===== src/rtl/controle_cronometro.sv =====
// Stopwatch sequencing controller: debounces the four active-low buttons,
// runs the ZERADO/CONTANDO/VOLTA/PARADO state machine, makes the tenth tick
// and owns the elapsed-tenths counter and the (possibly frozen) display.
//
// Ports:
//   clk      system clock, everything on the rising edge
//   rst      synchronous active-high reset
//   btn1..4  start / lap / stop / clear, active-low, asynchronous
//   estado   current state (0 ZERADO, 1 CONTANDO, 2 VOLTA, 3 PARADO)
//   tick     one-cycle pulse per tenth while counting
//   wrap     one-cycle pulse when count rolls MAX_COUNT -> 0
//   count    elapsed tenths
//   display  value shown on the digits
//   hold     high while the display is frozen (VOLTA)

module controle_cronometro #(
   parameter int DEC_SEGUNDO = 5000000,
   parameter int DEBOUNCE    = 250000,
   parameter int MAX_COUNT   = 9999
) (
   input  logic        clk,
   input  logic        rst,
   input  logic        btn1,
   input  logic        btn2,
   input  logic        btn3,
   input  logic        btn4,
   output logic [1:0]  estado,
   output logic        tick,
   output logic        wrap,
   output logic [13:0] count,
   output logic [13:0] display,
   output logic        hold
);

   localparam logic [1:0] ZERADO   = 2'd0;
   localparam logic [1:0] CONTANDO = 2'd1;
   localparam logic [1:0] VOLTA    = 2'd2;
   localparam logic [1:0] PARADO   = 2'd3;

   localparam int PW  = (DEC_SEGUNDO > 1) ? $clog2(DEC_SEGUNDO) : 1;
   localparam int DBW = (DEBOUNCE > 1) ? $clog2(DEBOUNCE) : 1;

   localparam logic [PW-1:0]  PMAX = PW'(DEC_SEGUNDO - 1);
   localparam logic [DBW-1:0] DMAX = DBW'(DEBOUNCE - 1);
   localparam logic [13:0]    CMAX = 14'(MAX_COUNT);

   // Index 0..3 = btn1..btn4
   logic [3:0] btn_n;
   logic [3:0] s1;
   logic [3:0] s2;
   logic [3:0] deb;
   logic [3:0] ev;
   logic [DBW-1:0] dcnt [4];

   assign btn_n = {btn4, btn3, btn2, btn1};

   // Level is accepted only after DEBOUNCE consecutive differing cycles;
   // any agreeing cycle restarts the count. The press event is raised on
   // the same edge the debounced level falls, so it is a registered pulse.
   always_ff @(posedge clk) begin
      if (rst) begin
         s1  <= 4'hF;
         s2  <= 4'hF;
         deb <= 4'hF;
         ev  <= 4'h0;
         for (int i = 0; i < 4; i++) dcnt[i] <= '0;
      end else begin
         s1 <= btn_n;
         s2 <= s1;
         for (int i = 0; i < 4; i++) begin
            ev[i] <= 1'b0;
            if (s2[i] != deb[i]) begin
               if (dcnt[i] == DMAX) begin
                  dcnt[i] <= '0;
                  deb[i]  <= s2[i];
                  ev[i]   <= deb[i];
               end else begin
                  dcnt[i] <= dcnt[i] + 1'b1;
               end
            end else begin
               dcnt[i] <= '0;
            end
         end
      end
   end

   // Only the highest-priority event of a cycle is acted on
   logic ev_clr;
   logic ev_stp;
   logic ev_lap;
   logic ev_sta;

   assign ev_clr = ev[3];
   assign ev_stp = ev[2] & ~ev[3];
   assign ev_lap = ev[1] & ~|ev[3:2];
   assign ev_sta = ev[0] & ~|ev[3:1];

   logic [1:0] nxt;

   always_comb begin
      nxt = estado;
      unique case (estado)
         ZERADO: begin
            if (ev_sta) nxt = CONTANDO;
         end
         CONTANDO: begin
            if (ev_clr)      nxt = ZERADO;
            else if (ev_stp) nxt = PARADO;
            else if (ev_lap) nxt = VOLTA;
         end
         VOLTA: begin
            if (ev_clr)      nxt = ZERADO;
            else if (ev_stp) nxt = PARADO;
            else if (ev_sta) nxt = CONTANDO;
         end
         PARADO: begin
            if (ev_clr)      nxt = ZERADO;
            else if (ev_sta) nxt = CONTANDO;
         end
         default: nxt = ZERADO;
      endcase
   end

   logic [PW-1:0] presc;
   logic          run;

   assign run  = (estado == CONTANDO) || (estado == VOLTA);
   assign tick = run && (presc == PMAX);
   assign hold = (estado == VOLTA);

   // Clearing wins over a coincident tick; PARADO simply holds presc so a
   // resume continues the current tenth instead of starting a new one.
   always_ff @(posedge clk) begin
      if (rst) begin
         estado  <= ZERADO;
         presc   <= '0;
         count   <= '0;
         display <= '0;
         wrap    <= 1'b0;
      end else begin
         estado <= nxt;
         wrap   <= 1'b0;
         if (nxt == ZERADO) begin
            presc   <= '0;
            count   <= '0;
            display <= '0;
         end else begin
            if (tick) begin
               presc <= '0;
               if (count == CMAX) begin
                  count <= '0;
                  wrap  <= 1'b1;
               end else begin
                  count <= count + 14'd1;
               end
            end else if (run) begin
               presc <= presc + 1'b1;
            end
            if (estado != VOLTA) display <= count;
         end
      end
   end

endmodule


===== config.mk =====
export PLATFORM = sky130hd
export DESIGN_NAME = controle_cronometro
export DESIGN_NICKNAME = d
export VERILOG_FILES = /design/src/rtl/controle_cronometro.sv
export SDC_FILE = /design/constraint.sdc
export NUM_CORES = 1
export LEC_CHECK = 0
export BUFFER_PORTS_ARGS = -buffer_cell sky130_fd_sc_hd__buf_2
export CORE_MARGIN = 1
export CORE_UTILIZATION = 60
export CTS_CLUSTER_SIZE = 28
export DETAILED_ROUTE_END_ITERATION = 6
export PLACE_DENSITY = 0.77
export SLEW_MARGIN = 20
export SYNTH_ARGS = -nofsm -noshare
export SYNTH_HDL_FRONTEND = slang
export SYNTH_SLANG_ARGS = --single-unit
export TNS_END_PERCENT = 5

===== constraint.sdc =====
create_clock -name clk -period 3.49 [get_ports clk]
set_input_delay 1.047 -clock clk [delete_from_list [all_inputs] [get_ports clk]]
set_output_delay 1.047 -clock clk [all_outputs]
set_load 0.02 [all_outputs]

==> flow_metrics.tcl <==
set metrics [dict create \
    skew_ns 0.005396 \
    gp_congestion 0.8230 \
    synth_top_area_share_pct 31.88 \
    slowest_stage "dfxtp_1" \
    port_buffers 38 \
    post-route-drc-count 0 \
    drt-pass1-iter-count 4 \
    path_cells "inv_1 > ha_1 > and4_1 > nand4_1 > nor2_1 > buf_2" \
    cts_setup_buffers 0 \
    outcome "completed" \
    placementRows 38 \
    final-setup-viol-count 0 \
    ys_warn_count 0 \
    drt_wl_total_mm 12.61 \
    synth_area_per_cell_um2 10.03 \
    clk_pin_slew_ns 0.06 \
    cp_data_arrival_time_ns 2.21 \
    grt_use_met1_pct 28.87 \
    h-tree-depth 4 \
    rsz0062_at_grt "no" \
    grt_overflow 0 \
    dp_hpwl_mm 8.865 \
    power_density_mw_per_mm2 466.8 \
    grt_max_degree 24 \
    hp-class "flip-flop to flip-flop" \
    ant_nets 0 \
    tns_ns 0 \
    hold_viol 0 \
    grt_antenna_before_repair 0 \
    first_global_vias 4746 \
    final_common_cell "nor2_1" \
    power_leakage_nw 2.762 \
    drv_cap 0 \
    die_h_um 108.3 \
    synth_area_leaders "edfxtp_1 32%, dfxtp_1 21%, nor2_1 7.5%" \
    slew_headroom_pct 51.61 \
    gr-usage-met3_pct 5.365 \
    cp_top_family "simple AND/OR/NAND/NOR gates" \
    core_mm2 0.01094 \
    synthArstFlopShare_pct 0 \
    timing.final.crit_share_pct 93.40 \
    synth-seq-cells 142 \
    numCtsBuffers 17 \
    synth.largest_area_cell "edfxtp_1" \
    top_usage_layer "met2" \
    most-common-layout-cells "136 x nor2_1, 72 x edfxtp_1, 72 x conb_1" \
    yosysSeqAreaShare_pct 52.54 \
    startpoint_type "flip-flop" \
    die_w_um 108.3 \
    stdcell_count 941 \
    synthDistinctLibCells 42 \
    viasPerCell 5.375 \
    synth_ff_type "edfxtp_1" \
    root_buffer "clkbuf_16" \
    vias 5058 \
    post_cts_resized 0 \
    drive_gt1_share_pct 10.24 \
    worstSetupEndpointType "primary output" \
    syn_area_mm2 0.006783 \
    path_class "flip-flop to primary output" \
    dp.cells 909 \
    die-area_mm2 0.01173 \
    cp_max_fo 6 \
    holdBufCountCts 0 \
    cts_tree "built" \
    drv_slew 0 \
    worstPathRequired_ns 2.44 \
    drtIter0Drc 248 \
    cpPeakStageDelay_ns 0.43 \
    start_util_pct 62.03 \
    cts_buffer_depth 2 \
    worstMarginPinSlew_ns 0.7259 \
    hold_ws_ns 0.4075 \
    layout.nets 804 \
    syn_inst 676 \
    grt_pass1_wl_mm 20.96 \
    area_delta_synth_final_pct 16.93 \
    clock_sinks 142 \
    vdd_drop_max_mv 0.3929 \
    track_usage_pct 22.78 \
    grtUsageMet2_pct 37.26 \
    synth-edff-count 72 \
    worstSkewPairLatency_ns 0.42 \
    fin_crit_ns 3.260 \
    max_freq_ghz 0.3068 \
    insertedDiodeCount 0 \
    ios 39 \
    cp_num_buf_inv 2 \
    routedWlPerCell_um 13.40 \
]
-- state kept, by name (all words and copies together), names as in the netlist --
signal and cells:
wrap 1, dcnt 72, ev 4, presc 23, s2 4, estado 2
s1 4, display 14, deb 4, count 14
-- final timing paths --
path	end	slack, ns	start	depth (start not counted)
max	tick	0.23	estado[0]$_SDFF_PP0_	6
min reg2reg	s2[2]$_SDFF_PP1_	0.41	s1[2]$_SDFF_PP1_	1
max reg2reg	presc[18]$_SDFFE_PP0P_	0.94	estado[0]$_SDFF_PP0_	7
min	s2[2]$_SDFF_PP1_	0.41	s1[2]$_SDFF_PP1_	1
-- final cells by class --
| type | instances | area, um^2 |
|---|---|---|
| sequential | 142 | 3563 |
| timing repair buffer | 43 | 227.7 |
| clock inverter | 11 | 108.9 |
| tap | 140 | 175.2 |
| multi-input combinational | 567 | 3309 |
| fill | 808 | 3004 |
| inverter | 17 | 63.81 |
| clock buffer | 21 | 483.0 |
-- synth_stat cells (2+ instances only) --
cell type,number
a211o_1,4
a21o_1,2
a21oi_1,7
and2_1,6
and3_1,12
and4_1,12
buf_2,8
buf_6,3
clkbuf_1,9
dfxtp_1,70
edfxtp_1,72
ha_1,10
inv_1,17
mux2i_1,15
nand2_1,37
nand3_1,36
nand3b_1,4
nand4_1,22
nor2_1,136
nor2b_1,5
nor3_1,24
nor4_1,23
nor4b_1,5
nor4bb_1,2
o21ai_0,4
o221ai_1,2
or2_2,8
or3_1,8
or4_1,3
xnor2_1,57
xor2_1,42
-- cells by family (layout without fill, tap and decap cells) --
group / after synthesis / in the layout / share of synthesized area (%)
AO/OA/AOI/OAI: 24 / 24 / 2.435
XOR/XNOR: 99 / 99 / 12.78
adder cells (fa/ha/maj): 10 / 10 / 1.845
buffers and inverters: 38 / 92 / 2.601
flip-flops: 142 / 142 / 52.54
multiplexers: 15 / 15 / 2.214
other: 1 / 72 / 0.05529
AND/OR/NAND/NOR: 347 / 347 / 25.53
-- routing by layer --
layer	wire length, um	part of all wire, %
met3	485	3.8
met4	175	1.4
met2	6039	48
met5	0	0
met1	5907	47
-- per-stage QoR --
stage | worst slack, ns | utilization (%) | instance area (um^2) | power (mW)
final | 0.2303 | 72.53 | 7931 | 3.702
after global routing | 0.1234 | 72.53 | 7931 | 3.814
after CTS | 0.2402 | 72.53 | 7931 | 3.737
after detailed placement | 0.6964 | 67.12 | 7340 | 1.946
after global placement | 0.7454 | 67.12 | 7340 | 1.941
after floorplan | 0.5023 | - | 7049 | 1.924
-- worst reg2reg max path, stage by stage (launching register included) --
cell	delay [ns]
dfxtp_1	0.36
inv_1	0.10
ha_1	0.27
nor4_1	0.09
or4_1	0.56
a41o_1	0.50
or2_4	0.41
nor2_1	0.17
-- where the power goes --
group | total [mW] | switching [mW] | internal, mW | leakage, nW
Clock | 1.79 | 0.660 | 1.13 | 0.295
Combinational | 0.0807 | 0.0473 | 0.0333 | 1.16
Sequential | 1.83 | 0.0409 | 1.79 | 1.31
Total | 3.70 | 0.748 | 2.95 | 2.76
Note: power is estimated with default switching activity, not from simulation.
